## src/rtl/stopwatch_disp_pkg.sv

```systemverilog
// Shared constants and segment decoding for the stopwatch display.
// Latency: n/a (package; the decode function is purely combinational).
// Backpressure: n/a.
// Segment vectors are {g,f,e,d,c,b,a} and active-low throughout.
package stopwatch_disp_pkg;

    localparam int NUM_DIGITS = 6;

    localparam logic [6:0] SEG_BLANK = 7'h7F;
    localparam logic [6:0] SEG_DASH  = 7'b0111111;

    // Returns the active-low pattern for digits 0-9. Any other code shows a dash.
    function automatic logic [6:0] seg_decode(input logic [3:0] bcd);
        logic [6:0] pat;
        case (bcd)
            4'd0:    pat = 7'b1000000;
            4'd1:    pat = 7'b1111001;
            4'd2:    pat = 7'b0100100;
            4'd3:    pat = 7'b0110000;
            4'd4:    pat = 7'b0011001;
            4'd5:    pat = 7'b0010010;
            4'd6:    pat = 7'b0000010;
            4'd7:    pat = 7'b1111000;
            4'd8:    pat = 7'b0000000;
            4'd9:    pat = 7'b0010000;
            default: pat = SEG_DASH;
        endcase
        return pat;
    endfunction

endpackage

```

## src/rtl/stopwatch_display_bin2bcd.sv

```systemverilog
// 6-bit binary to two BCD digits, using compare/subtract steps only.
// Latency: combinational, 0 cycles.
// Backpressure: none.
// Ports: bin (0..63) -> tens, ones, and valid (high when bin <= 59).
module bin2bcd_6b (
    input  logic [5:0] bin,
    output logic [3:0] tens,
    output logic [3:0] ones,
    output logic       valid
);

    logic       t40;
    logic       t20;
    logic       t10;
    logic [5:0] r40;
    logic [5:0] r20;

    // Peel off 40, then 20, then 10. For 0..63 the tens digit is at most 6,
    // so these three weighted bits form it directly.
    assign t40 = (bin >= 6'd40);
    assign r40 = t40 ? (bin - 6'd40) : bin;
    assign t20 = (r40 >= 6'd20);
    assign r20 = t20 ? (r40 - 6'd20) : r40;
    assign t10 = (r20 >= 6'd10);

    assign tens  = {1'b0, t40, t20, t10};
    assign ones  = t10 ? 4'(r20 - 6'd10) : r20[3:0];
    assign valid = (bin <= 6'd59);

endmodule

```

## src/rtl/stopwatch_display.sv

```systemverilog
// Six-digit, time-multiplexed, common-anode HH.MM.SS display driver. The time is snapshotted once per scan frame.
// Latency: outputs are registered one stage behind the scan counters; a snapshot reaches digit 0 one cycle after the frame boundary.
// Backpressure: none. blank forces the outputs off without disturbing the scan phase.
// Ports: clk, rst (sync, active-high), sec/min/hour (binary) and blank in; an (active-low enables), seg, dp (active-low) out.
module stopwatch_display
    import stopwatch_disp_pkg::*;
#(
    parameter int REFRESH_DIV = 50000,
    parameter bit BLANK_LEAD  = 1'b1
) (
    input  logic                  clk,
    input  logic                  rst,
    input  logic [5:0]            sec,
    input  logic [5:0]            min,
    input  logic [3:0]            hour,
    input  logic                  blank,
    output logic [NUM_DIGITS-1:0] an,
    output logic [6:0]            seg,
    output logic                  dp
);

    localparam int               DIV_W    = $clog2(REFRESH_DIV);
    localparam logic [DIV_W-1:0] DIV_LAST = DIV_W'(REFRESH_DIV - 1);

    logic [DIV_W-1:0] div;
    logic [2:0]       idx;
    logic [5:0]       snap_sec;
    logic [5:0]       snap_min;
    logic [3:0]       snap_hour;

    logic [3:0] sec_tens,  sec_ones;
    logic [3:0] min_tens,  min_ones;
    logic [3:0] hour_tens, hour_ones;
    logic       sec_ok, min_ok, hour_ok;

    bin2bcd_6b u_bcd_sec (
        .bin   (snap_sec),
        .tens  (sec_tens),
        .ones  (sec_ones),
        .valid (sec_ok)
    );

    bin2bcd_6b u_bcd_min (
        .bin   (snap_min),
        .tens  (min_tens),
        .ones  (min_ones),
        .valid (min_ok)
    );

    // Hours are 0..15, so this instance always reports valid.
    bin2bcd_6b u_bcd_hour (
        .bin   ({2'b00, snap_hour}),
        .tens  (hour_tens),
        .ones  (hour_ones),
        .valid (hour_ok)
    );

    logic [6:0]            digit_seg;
    logic [NUM_DIGITS-1:0] digit_an;
    logic                  digit_dp;

    // The pattern for the digit currently selected by the pre-edge idx.
    always_comb begin
        digit_seg = SEG_BLANK;
        case (idx)
            3'd0: digit_seg = sec_ok  ? seg_decode(sec_ones)  : SEG_DASH;
            3'd1: digit_seg = sec_ok  ? seg_decode(sec_tens)  : SEG_DASH;
            3'd2: digit_seg = min_ok  ? seg_decode(min_ones)  : SEG_DASH;
            3'd3: digit_seg = min_ok  ? seg_decode(min_tens)  : SEG_DASH;
            3'd4: digit_seg = hour_ok ? seg_decode(hour_ones) : SEG_DASH;
            3'd5: begin
                // A leading hour zero goes dark but keeps its anode enabled.
                if (BLANK_LEAD && (hour_tens == 4'd0))
                    digit_seg = SEG_BLANK;
                else
                    digit_seg = hour_ok ? seg_decode(hour_tens) : SEG_DASH;
            end
            default: digit_seg = SEG_BLANK;
        endcase
    end

    assign digit_an = ~(NUM_DIGITS'(1) << idx);
    // Separators follow the hours and minutes fields.
    assign digit_dp = !((idx == 3'd2) || (idx == 3'd4));

    always_ff @(posedge clk) begin
        if (rst) begin
            div       <= '0;
            idx       <= 3'd0;
            snap_sec  <= 6'd0;
            snap_min  <= 6'd0;
            snap_hour <= 4'd0;
            an        <= '1;
            seg       <= SEG_BLANK;
            dp        <= 1'b1;
        end else begin
            if (div == DIV_LAST) begin
                div <= '0;
                if (idx == 3'd5) begin
                    // Frame boundary: the only edge that samples the time.
                    idx       <= 3'd0;
                    snap_sec  <= sec;
                    snap_min  <= min;
                    snap_hour <= hour;
                end else begin
                    idx <= idx + 3'd1;
                end
            end else begin
                div <= div + DIV_W'(1);
            end

            // Blanking touches only the outputs, so the scan phase survives it.
            if (blank) begin
                an  <= '1;
                seg <= SEG_BLANK;
                dp  <= 1'b1;
            end else begin
                an  <= digit_an;
                seg <= digit_seg;
                dp  <= digit_dp;
            end
        end
    end

endmodule
```

## config.mk

```make
export PLATFORM = sky130hd
export DESIGN_NAME = stopwatch_display
export DESIGN_NICKNAME = d
export VERILOG_FILES = /design/src/rtl/stopwatch_disp_pkg.sv /design/src/rtl/stopwatch_display_bin2bcd.sv /design/src/rtl/stopwatch_display.sv
export SDC_FILE = /design/constraint.sdc
export NUM_CORES = 1
export LEC_CHECK = 0
export CAP_MARGIN = 20
export CORE_MARGIN = 2
export CORE_UTILIZATION = 51
export DETAILED_ROUTE_END_ITERATION = 8
export PLACE_DENSITY = 0.71
export SYNTH_ARGS = -nofsm -noshare
export SYNTH_HDL_FRONTEND = slang
export SYNTH_HIERARCHICAL = 1
export SYNTH_SLANG_ARGS = --single-unit
```

## constraint.sdc

```tcl
create_clock -name clk -period 4.01 [get_ports clk]
set_input_delay 1.0025 -clock clk [delete_from_list [all_inputs] [get_ports clk]]
set_output_delay 1.0025 -clock clk [all_outputs]
set_load 0.02 [all_outputs]
```

== Yosys cells after proc, flatten, opt, wreduce, memory -nomap -nowiden ==
Memories as Yosys holds them, arrays and structs flattened.
Cells that the tools add are included.

* Output and inout port bits: 14
* Register bits after elaboration: 49
* Bits in read-only memories: 672
* Memories: 6
* Logic and storage cells: 70

{| class="wikitable"
|+ Memories
! name !! words !! width !! rd ports !! clocked after memory_dff !! write ports !! line !! source
|-
| (no name shown) || 16 || 7 || 1 || 0 || 0 || stopwatch_disp_pkg.sv:15 || <nowiki>case (bcd)</nowiki>
|-
| (no name shown) || 16 || 7 || 1 || 0 || 0 || stopwatch_disp_pkg.sv:15 ||
|-
| (no name shown) || 16 || 7 || 1 || 0 || 0 || stopwatch_disp_pkg.sv:15 ||
|-
| (no name shown) || 16 || 7 || 1 || 0 || 0 || stopwatch_disp_pkg.sv:15 ||
|-
| (no name shown) || 16 || 7 || 1 || 0 || 0 || stopwatch_disp_pkg.sv:15 ||
|-
| (no name shown) || 16 || 7 || 1 || 0 || 0 || stopwatch_disp_pkg.sv:15 ||
|}

* Reduce and logical (&&, ||, !) cells: 7
* Muxes and demuxes: 18
* Bitwise logic cells: 1
* Shift-type cells: 1
* $add $sub $neg: 11
* Equal/unequal tests: 6
* Magnitude comparators: 12

{| class="wikitable"
|+ Operators with widths
! kind !! count
|-
| $mux W7 || 7
|-
| $pmux W7 S6 || 1
|-
| $mux W6 || 6
|-
| $ge A6 B4 Y1 const B || 3
|-
| $ge A6 B5 Y1 const B || 3
|-
| $sub A6 B5 Y6 const B || 3
|-
| $add A16 B1 Y16 const B || 1
|-
| $eq A16 B16 Y1 const B || 1
|-
| $ge A6 B6 Y1 const B || 2
|-
| $le A6 B6 Y1 const B || 2
|-
| $mux W4 || 3
|-
| $sub A4 B4 Y4 const B || 3
|-
| $sub A6 B6 Y6 const B || 2
|-
| $eq A3 B2 Y1 const B || 2
|-
| $eq A3 B3 Y1 const B || 2
|-
| $ge A4 B6 Y1 const B || 1
|-
| $le A4 B6 Y1 const B || 1
|-
| $not A6 Y6 || 1
|-
| $shl A1 B3 Y6 const A || 1
|-
| $sub A4 B6 Y6 const B || 1
|-
| $logic_not A4 Y1 || 1
|-
| $reduce_or A2 Y1 || 2
|-
| $add A3 B1 Y3 const B || 1
|-
| $eq A3 B1 Y1 const B || 1
|-
| other kinds (5) || 5
|}

== Logic depth before layout (Yosys ltp) ==
Gate-level depths: netlist of run 1.
An unclocked memory read counts as a cell.

* Word-level depth: 9
* Mapped depth: 16
* Depth with buffers taken out: 14

== Modules after synthesis ==
Netlist of run 1, hierarchy kept.

{| class="wikitable"
|+ Modules (own cells, without submodules)
! module !! seq. area each (µm²) !! cells each !! area each (µm²) !! times used
|-
| stopwatch_display || 980.9 || 395 || 3141.8 || 1
|-
| bin2bcd_6b || 0.0 || 56 || 389.1 || 3
|}

== Least setup slack after synthesis of run 1 ==
OpenSTA, ideal clock, no wires.

* Path kind: register to register
* Start point: register snap_min[3]
* End point: register seg[2]
* Slack: 0.765 ns
* Cell stages (with the launch flop): 15
* Data required time: 3.866 ns
* Arrival: 3.101 ns
* Period minus slack after synthesis: 3.245 ns
* Path buffers: 1
* Cell sequence: dfxtp_1 > buf_2 > inv_1 > ha_1 > a211o_1 > a31oi_1 > a211oi_2 > ha_1 > or3_1 > o21ai_0 > or4b_1 > nor3b_1 > or4_1 > a21oi_1 > o211ai_1

* Longest elaborated chain between the ends: 9
* Elaborated cells between the ends (all ways): 15
* Those cells by class: add/sub: 3; order compare: 4; mux: 6; memory: 2

{| class="wikitable"
|+ Ends and longest elaborated chain
! item !! line !! source
|-
| start, declared || stopwatch_display.sv:28 || <nowiki>logic [5:0] snap_min;</nowiki>
|-
| start signal, assigned || stopwatch_display.sv:103 || <nowiki>snap_min <= min;</nowiki>
|-
| $sub A6 B6 Y6 or $ge A6 B6 Y1 (tied branches) || stopwatch_display_bin2bcd.sv:21, stopwatch_display_bin2bcd.sv:20 ||
|-
| $mux W6 * || stopwatch_display_bin2bcd.sv:21 || <nowiki>assign r40 = t40 ? (bin - 6'd40) : bin;</nowiki>
|-
| $sub A6 B5 Y6 or $ge A6 B5 Y1 (tied branches) || stopwatch_display_bin2bcd.sv:23, stopwatch_display_bin2bcd.sv:22 ||
|-
| $mux W6 * || stopwatch_display_bin2bcd.sv:23 || <nowiki>assign r20 = t20 ? (r40 - 6'd20) : r40;</nowiki>
|-
| $ge A6 B4 Y1 or $sub A4 B4 Y4 (tied branches) || stopwatch_display_bin2bcd.sv:24, stopwatch_display_bin2bcd.sv:27 ||
|-
| $mux W4 * || stopwatch_display_bin2bcd.sv:27 || <nowiki>assign ones = t10 ? 4'(r20 - 6'd10) : r20[3:0];</nowiki>
|-
| net min_ones[3] || stopwatch_display.sv:32 || <nowiki>logic [3:0] min_tens, min_ones;</nowiki>
|-
| $mem_v2 Z16 W7 * || -- ||
|-
| $mux W7 * || stopwatch_display.sv:68 || <nowiki>3'd2: digit_seg = min_ok ? seg_decode(min_ones) : SEG_DASH;</nowiki>
|-
| $pmux W7 S6 * || stopwatch_display.sv:65 || <nowiki>case (idx)</nowiki>
|-
| end signal, assigned || stopwatch_display.sv:119 || <nowiki>seg <= digit_seg;</nowiki>
|-
| end, declared || stopwatch_display.sv:18 || <nowiki>output logic [6:0] seg,</nowiki>
|}

Mark *: on every way through the listed nets, which the timed path passes. The rest lies on a longest branch.
A chain may end at the register's enable or synchronous reset.

== Worst setup path after layout of run 1 ==
* Start point: register snap_min[3]
* End point: register seg[1]

The elaborated chain is that of the path after synthesis.

==> results of run 1 <==
## cells in the mapped netlist (2+ instances only)
| master | number | area [um^2] |
|---|---|---|
| a211o_1 | 4 | 35.0 |
| a31oi_1 | 11 | 68.8 |
| and2_1 | 3 | 18.8 |
| o21ai_0 | 27 | 135 |
| o21ai_1 | 4 | 20.0 |
| nand2b_1 | 23 | 144 |
| buf_4 | 16 | 120 |
| o211a_1 | 6 | 60.1 |
| nor2_1 | 47 | 176 |
| a21oi_1 | 54 | 270 |
| a32oi_1 | 6 | 52.6 |
| nor3_1 | 7 | 35.0 |
| dfxtp_1 | 49 | 981 |
| nand2_1 | 57 | 214 |
| o211ai_1 | 2 | 15.0 |
| a211oi_1 | 5 | 37.5 |
| o32a_4 | 3 | 67.6 |
| o22a_1 | 3 | 26.3 |
| nand4b_1 | 5 | 43.8 |
| and3_1 | 6 | 37.5 |
| or4_1 | 3 | 22.5 |
| xnor2_1 | 8 | 70.1 |
| nand3_1 | 12 | 60.1 |
| xor2_1 | 7 | 61.3 |
| or3_1 | 3 | 18.8 |
| clkbuf_1 | 9 | 33.8 |
| conb_1 | 4 | 15.0 |
| a221oi_2 | 3 | 45.0 |
| inv_1 | 40 | 150 |
| nor3b_1 | 4 | 30.0 |
| buf_6 | 6 | 67.6 |
| nor2b_1 | 4 | 25.0 |
| ha_1 | 38 | 475 |
| a211oi_2 | 3 | 37.5 |
| nand4_1 | 7 | 43.8 |
| mux2i_1 | 8 | 80.1 |
| a221o_1 | 3 | 30.0 |
| buf_2 | 12 | 60.1 |
| nand3b_1 | 7 | 52.6 |
| or2b_1 | 3 | 22.5 |
| nor2_2 | 2 | 12.5 |
| o22ai_1 | 14 | 87.6 |
| and2b_1 | 2 | 15.0 |
## worst max-delay path: cells and delay by family, from the launching register on
kind                       cells  cell delay (ns)
and+or+nand+nor                1             0.38
adders and majority gates      2             0.70
buffers and inverters          1             0.15
DFF                            1             0.60
AOI/OAI and AO/OA              7             1.85
## cell usage in the layout, fill, tap and decap left out, types with 4 or more instances in the layout
master | synthesis | final
a211o_1 | 4 | 4
a211oi_1 | 5 | 5
a21oi_1 | 54 | 54
a31oi_1 | 11 | 11
a32oi_1 | 6 | 6
and3_1 | 6 | 6
clkbuf_8 | 0 | 5
clkdlybuf4s50_1 | 0 | 32
conb_1 | 4 | 7
dfxtp_1 | 49 | 49
ha_1 | 38 | 38
inv_1 | 40 | 40
mux2i_1 | 8 | 8
nand2_1 | 57 | 57
nand2b_1 | 23 | 23
nand3_1 | 12 | 12
nand3b_1 | 7 | 7
nand4_1 | 7 | 7
nand4b_1 | 5 | 5
nor2_1 | 47 | 47
nor2b_1 | 4 | 4
nor3_1 | 7 | 7
nor3b_1 | 4 | 4
o211a_1 | 6 | 6
o21ai_0 | 27 | 27
o21ai_1 | 4 | 4
o22ai_1 | 14 | 14
xnor2_1 | 8 | 8
xor2_1 | 7 | 7
## final cells by class
class,instances,area share
Inverter,41,0.0334
Tap cell,105,0.0285
Clock buffer,5,0.0149
Clock inverter,3,0.00462
Timing Repair Buffer,35,0.0745
Multi-Input combinational cell,433,0.631
Sequential cell,49,0.213
## final timing paths
| path | cells past startpoint | end | slack, ns |
|---|---|---|---|
| max | 11 | seg[1]$_SDFF_PP1_ | 0.23 |
| min reg2reg | 1 | div[0]$_SDFF_PP0_ | 0.47 |
| min | 1 | div[0]$_SDFF_PP0_ | 0.47 |
| max reg2reg | 11 | seg[1]$_SDFF_PP1_ | 0.23 |
## sequential cells by signal, indices dropped and copies added, names as in the netlist
register and count:
seg 7, dp 1, snap_hour 4, snap_sec 6
snap_min 6, div 16, idx 3, an 6
## cells by family after synthesis
group / share of synthesized area
xor gates and xnor gates: 0.0305
and+or+nand+nor: 0.252
other: 0.00348
DFF: 0.228
adders and majority gates: 0.110
AOI/OAI and AO/OA: 0.257
buffers and inverters: 0.101
muxes: 0.0186
## power groups by stage
stage               combinational, mW  clock (mW)  sequential, mW
finish                          0.130       0.297           0.497
CTS                             0.125       0.311           0.497
global route                    0.145       0.329           0.498
global placement                0.123           0           0.508
detailed placement              0.125           0           0.508
floorplan                      0.0878           0           0.512
## stage by stage
| stage | setup WS (ns) | hold slack (ns) | std cells |
|---|---|---|---|
| 2_1_floorplan | 0.765 | 0.429 | 566 |
| 3_3_place_gp | 0.406 | 0.441 | 663 |
| 3_5_place_dp | 0.298 | 0.451 | 663 |
| 4_1_cts | 0.290 | 0.474 | 671 |
| 5_1_grt | 0.0460 | 0.515 | 671 |
| 6_report | 0.226 | 0.466 | 671 |
## routing by layer
layer	up-vias	part of all wire	global-route usage
li1	1975	-	-
met1	1797	0.49	0.287
met2	46	0.48	0.379
met3	10	0.020	0.0211
met4	0	0.013	0.0452
met5	-	0	0
==> flow_metrics.tcl, run 1 <==
set metrics [dict create \
    fp-row-count 33 \
    rsz0062_at_grt "no" \
    hpwl_um 7470 \
    wl_per_cell_um 14.3 \
    synth_area_um2 4310 \
    yosys_most_used_dff "dfxtp_1" \
    drt_iter0_drc 197 \
    cts_tree "built" \
    vias 3828 \
    finish.utilization 0.560 \
    drc_errors 0 \
    chipHeight_um 95.9 \
    antenna_found_initial 0 \
    vias_per_cell 5.70 \
    ys_types 66 \
    multi_input_area_um2 2900 \
    track_usage 0.216 \
    clk_pin_slew_ns 0.10 \
    p_switching_uw 247 \
    slowest_stage "dfxtp_1" \
    fp.dieW_um 95.9 \
    synthArstFlopShare 0 \
    ir_drop_mv 0.164 \
    report.final.slew_viol_count 0 \
    fin_total_pwr_uw 923 \
    cts.path.max_buffers 2 \
    maxCapViolCount 0 \
    p_sw_frac 0.267 \
    grt.overflow.total 0 \
    critPathMaxFanout 13 \
    grt_first_pass_wirelength_um 16000 \
    p_clk_frac 0.322 \
    power.internal_uw 677 \
    n_fill_cell 796 \
    worstMarginPinSlew_ns 0.924 \
    wl_um 9630 \
    slew-limit-headroom 0.379 \
    crit_path_end_kind "flop" \
    cts_num_sinks 49 \
    finalHoldViolCount 0 \
    yosysSeqAreaShare 0.228 \
    yosysWarnings 6 \
    synth_edf_count 0 \
    initial_core_util 0.524 \
    root_buffer "clkbuf_8" \
    r2r_start "snap_min[3]$_SDFFE_PP0P_" \
    cp-startpoint "snap_min[3]$_SDFFE_PP0P_" \
    crit_top_cell "ha_1" \
    clk_latency_ns 0.30 \
    drive_gt1_frac 0.0565 \
    setup_viol 0 \
    n_antenna_cell 0 \
    power_density_nw_per_um2 201 \
    post-cts-setup-buffers 0 \
    crit_path_start_kind "flop" \
    crit_path_cell_trace "inv_1 > ha_1 > a211o_1 > a31oi_1 > a211oi_2 > ha_1 > a32oi_1 > o21ai_0 > a32oi_2 > a2111oi_4 > or3b_1" \
    grt_max_degree 22 \
    postRouteAntennaNets 0 \
    worstPathRequired_ns 4.20 \
    seqPwrFrac 0.538 \
    cts-resized-gates 0 \
    worst-setup-path-type "reg -> reg" \
    core_um2 8220 \
    setup_tns_ns 0 \
    synth_cells 563 \
    firstDrtPassIters 4 \
    cpPeakStageDelay_ns 0.60 \
    worst_ep_arrival_time_ns 3.98 \
    leakage_nw 1.71 \
    layout.nets 622 \
    min_period_ns 3.78 \
    holdCritStartpoint "div[0]$_SDFF_PP0_" \
    hp-class "reg -> reg" \
    numCtsBuffers 5 \
    combPwrFrac 0.140 \
    seq_area_um2 981 \
    holdBufCountCts 0 \
    fin_crit_sh 0.944 \
    placement.cell_area_um2 4510 \
    skew_ns 0.00526 \
    fin_area_um2 4600 \
    grt_pass1_vias 3455 \
    io_pins 33 \
    dieArea_um2 9200 \
    ys_seq_elements 49 \
    gp_congestion 0.912 \
    io_buffers 32 \
    fmax_mhz 264 \
    area_growth_pct 6.82 \
    status "completed" \
    syn_avg_cell_area_um2 7.65 \
    htreeDepth 2 \
]
Power figures use the tool's default switching activity.
==> run 2: changes to the inputs <==
--- a/config.mk
+++ b/config.mk
@@ -9,7 +9,9 @@
 export CORE_MARGIN = 2
 export CORE_UTILIZATION = 51
 export DETAILED_ROUTE_END_ITERATION = 8
+export GPL_ROUTABILITY_DRIVEN = 0
 export PLACE_DENSITY = 0.71
+export SLEW_MARGIN = 20
 export SYNTH_ARGS = -nofsm -noshare
 export SYNTH_HDL_FRONTEND = slang
 export SYNTH_HIERARCHICAL = 1
==> run 2 against run 1 <==
Against the previous run: cell area is 0.33% higher; final cell count is 0.30% lower; via count is 0.52% higher; flip-flop and latch count stayed put.
==> flow_metrics.tcl, run 2 (same netlist as run 1, synthesis figures left out) <==
set metrics [dict create \
    slowest_stage "dfxtp_1" \
    placement.cell_area_um2 4500 \
    track_usage 0.209 \
    skew_ns 0.00890 \
    initial_core_util 0.524 \
    final_common_cell "nand2_1" \
    antenna_found_initial 0 \
    n_fill_cell 788 \
    vias_per_cell 5.75 \
    fin_crit_sh 0.928 \
    grt.overflow.total 0 \
    finalHoldViolCount 0 \
    drc_errors 0 \
    finish.utilization 0.562 \
    cts.path.max_buffers 2 \
    numCtsBuffers 5 \
    hp-class "reg -> reg" \
    dieArea_um2 9200 \
    vias 3848 \
    seqPwrFrac 0.500 \
    cpPeakStageDelay_ns 0.56 \
    slew-limit-headroom 0.396 \
    io_pins 33 \
    wl_per_cell_um 14.1 \
    multi_input_area_um2 2910 \
    crit_top_cell "ha_1" \
    post-cts-setup-buffers 0 \
    critPathMaxFanout 13 \
    cts_num_sinks 49 \
    most-common-layout-cells "nand2_1, a21oi_1, dfxtp_1" \
    root_buffer "clkbuf_8" \
    reg.largest.list "div (16), seg (7)" \
    crit_path_start_kind "flop" \
    worstPathRequired_ns 4.18 \
    crit_path_cell_trace "inv_1 > ha_1 > a211o_1 > a31oi_1 > a211oi_2 > ha_1 > or3_1 > o21ai_0 > or4b_1 > nor3b_1 > or4_1 > a21oi_1 > o211ai_1" \
    p_sw_frac 0.254 \
    n_antenna_cell 0 \
    fp.dieW_um 95.9 \
    fp-row-count 33 \
    setup_viol 0 \
    clk_latency_ns 0.31 \
    chipHeight_um 95.9 \
    power.internal_uw 740 \
    postRouteAntennaNets 0 \
    crit_path_end_kind "flop" \
    worstMarginPinSlew_ns 0.906 \
    core_um2 8220 \
    grt_pass1_vias 3472 \
    report.final.slew_viol_count 0 \
    fin_area_um2 4620 \
    area_growth_pct 7.17 \
    layout.nets 620 \
    worst-setup-path-type "reg -> reg" \
    status "completed" \
    leakage_nw 1.72 \
    largest_register "div" \
    setup_tns_ns 0 \
    firstDrtPassIters 5 \
    p_clk_frac 0.369 \
    fmax_mhz 269 \
    worst_ep_arrival_time_ns 3.90 \
    ir_drop_mv 0.159 \
    drive_gt1_frac 0.0550 \
    hpwl_um 7170 \
    clk_pin_slew_ns 0.10 \
    rsz0062_at_grt "no" \
    p_switching_uw 252 \
    grt_first_pass_wirelength_um 15400 \
    largest_register_ffs 16 \
    maxCapViolCount 0 \
    htreeDepth 2 \
    cts_tree "built" \
    io_buffers 32 \
    wl_um 9410 \
    min_period_ns 3.72 \
    seq_area_um2 981 \
    drt_iter0_drc 178 \
    combPwrFrac 0.131 \
    grt_max_degree 22 \
    power_density_nw_per_um2 215 \
]
==> run 2: power groups by stage <==
| stage | Sequential (mW) | Clock, mW | Combinational [mW] |
|---|---|---|---|
| after floorplan | 0.512 | 0 | 0.0878 |
| after global placement | 0.508 | 0 | 0.123 |
| after detailed placement | 0.508 | 0 | 0.125 |
| after CTS | 0.496 | 0.378 | 0.125 |
| after global routing | 0.497 | 0.396 | 0.145 |
| final | 0.496 | 0.366 | 0.130 |
==> run 2: cell type report <==
cell class / count / area share
multi-input combinational: 433 / 0.630
sequential: 49 / 0.212
timing repair buffer: 33 / 0.0710
inverter: 41 / 0.0333
tap: 105 / 0.0284
clock buffer: 5 / 0.0149
clock inverter: 3 / 0.00948
==> run 2: routing by layer <==
layer  share of wire  vias up  routed length [um]  GRT usage
met5               0        -                   0          0
met4           0.016        0                 149     0.0583
met3           0.038       12                 354     0.0274
met2            0.49       88                4640      0.365
met1            0.45     1781                4260      0.269
li1                -     1967                   -          -
==> run 2: final timing paths <==
| check | cells after the start | slack [ns] | to | start |
|---|---|---|---|---|
| setup / recovery | 13 | 0.29 | seg[2]$_SDFF_PP1_ | snap_min[4]$_SDFFE_PP0P_ |
| hold / removal | 1 | 0.47 | div[0]$_SDFF_PP0_ | div[0]$_SDFF_PP0_ |
| setup reg to reg | 13 | 0.29 | seg[2]$_SDFF_PP1_ | snap_min[4]$_SDFFE_PP0P_ |
| hold reg to reg | 1 | 0.47 | div[0]$_SDFF_PP0_ | div[0]$_SDFF_PP0_ |
==> run 2: critical path: cells and delay by family, from the launching register on <==
family	cells	cell delay (ns)
simple gates	4	1.22
compound gates	6	1.03
fa+ha+maj	2	0.60
flops	1	0.56
buf+inv	1	0.17
==> run 2: timing repair <==
action,in CTS,in global routing
gates resized for setup,0,1
hold endpoints to repair,0,0
hold buffers,0,0
setup endpoints to repair,0,1
==> run 2: stage by stage <==
stage,setup slack (ns),hold WS [ns],total power [mW],instances
detailed placement,0.365,0.459,0.632,661
global placement,0.450,0.447,0.631,661
finish,0.289,0.475,0.992,669
CTS,0.335,0.484,1.00,669
global route,0.0443,0.502,1.04,669
floorplan,0.765,0.429,0.600,566
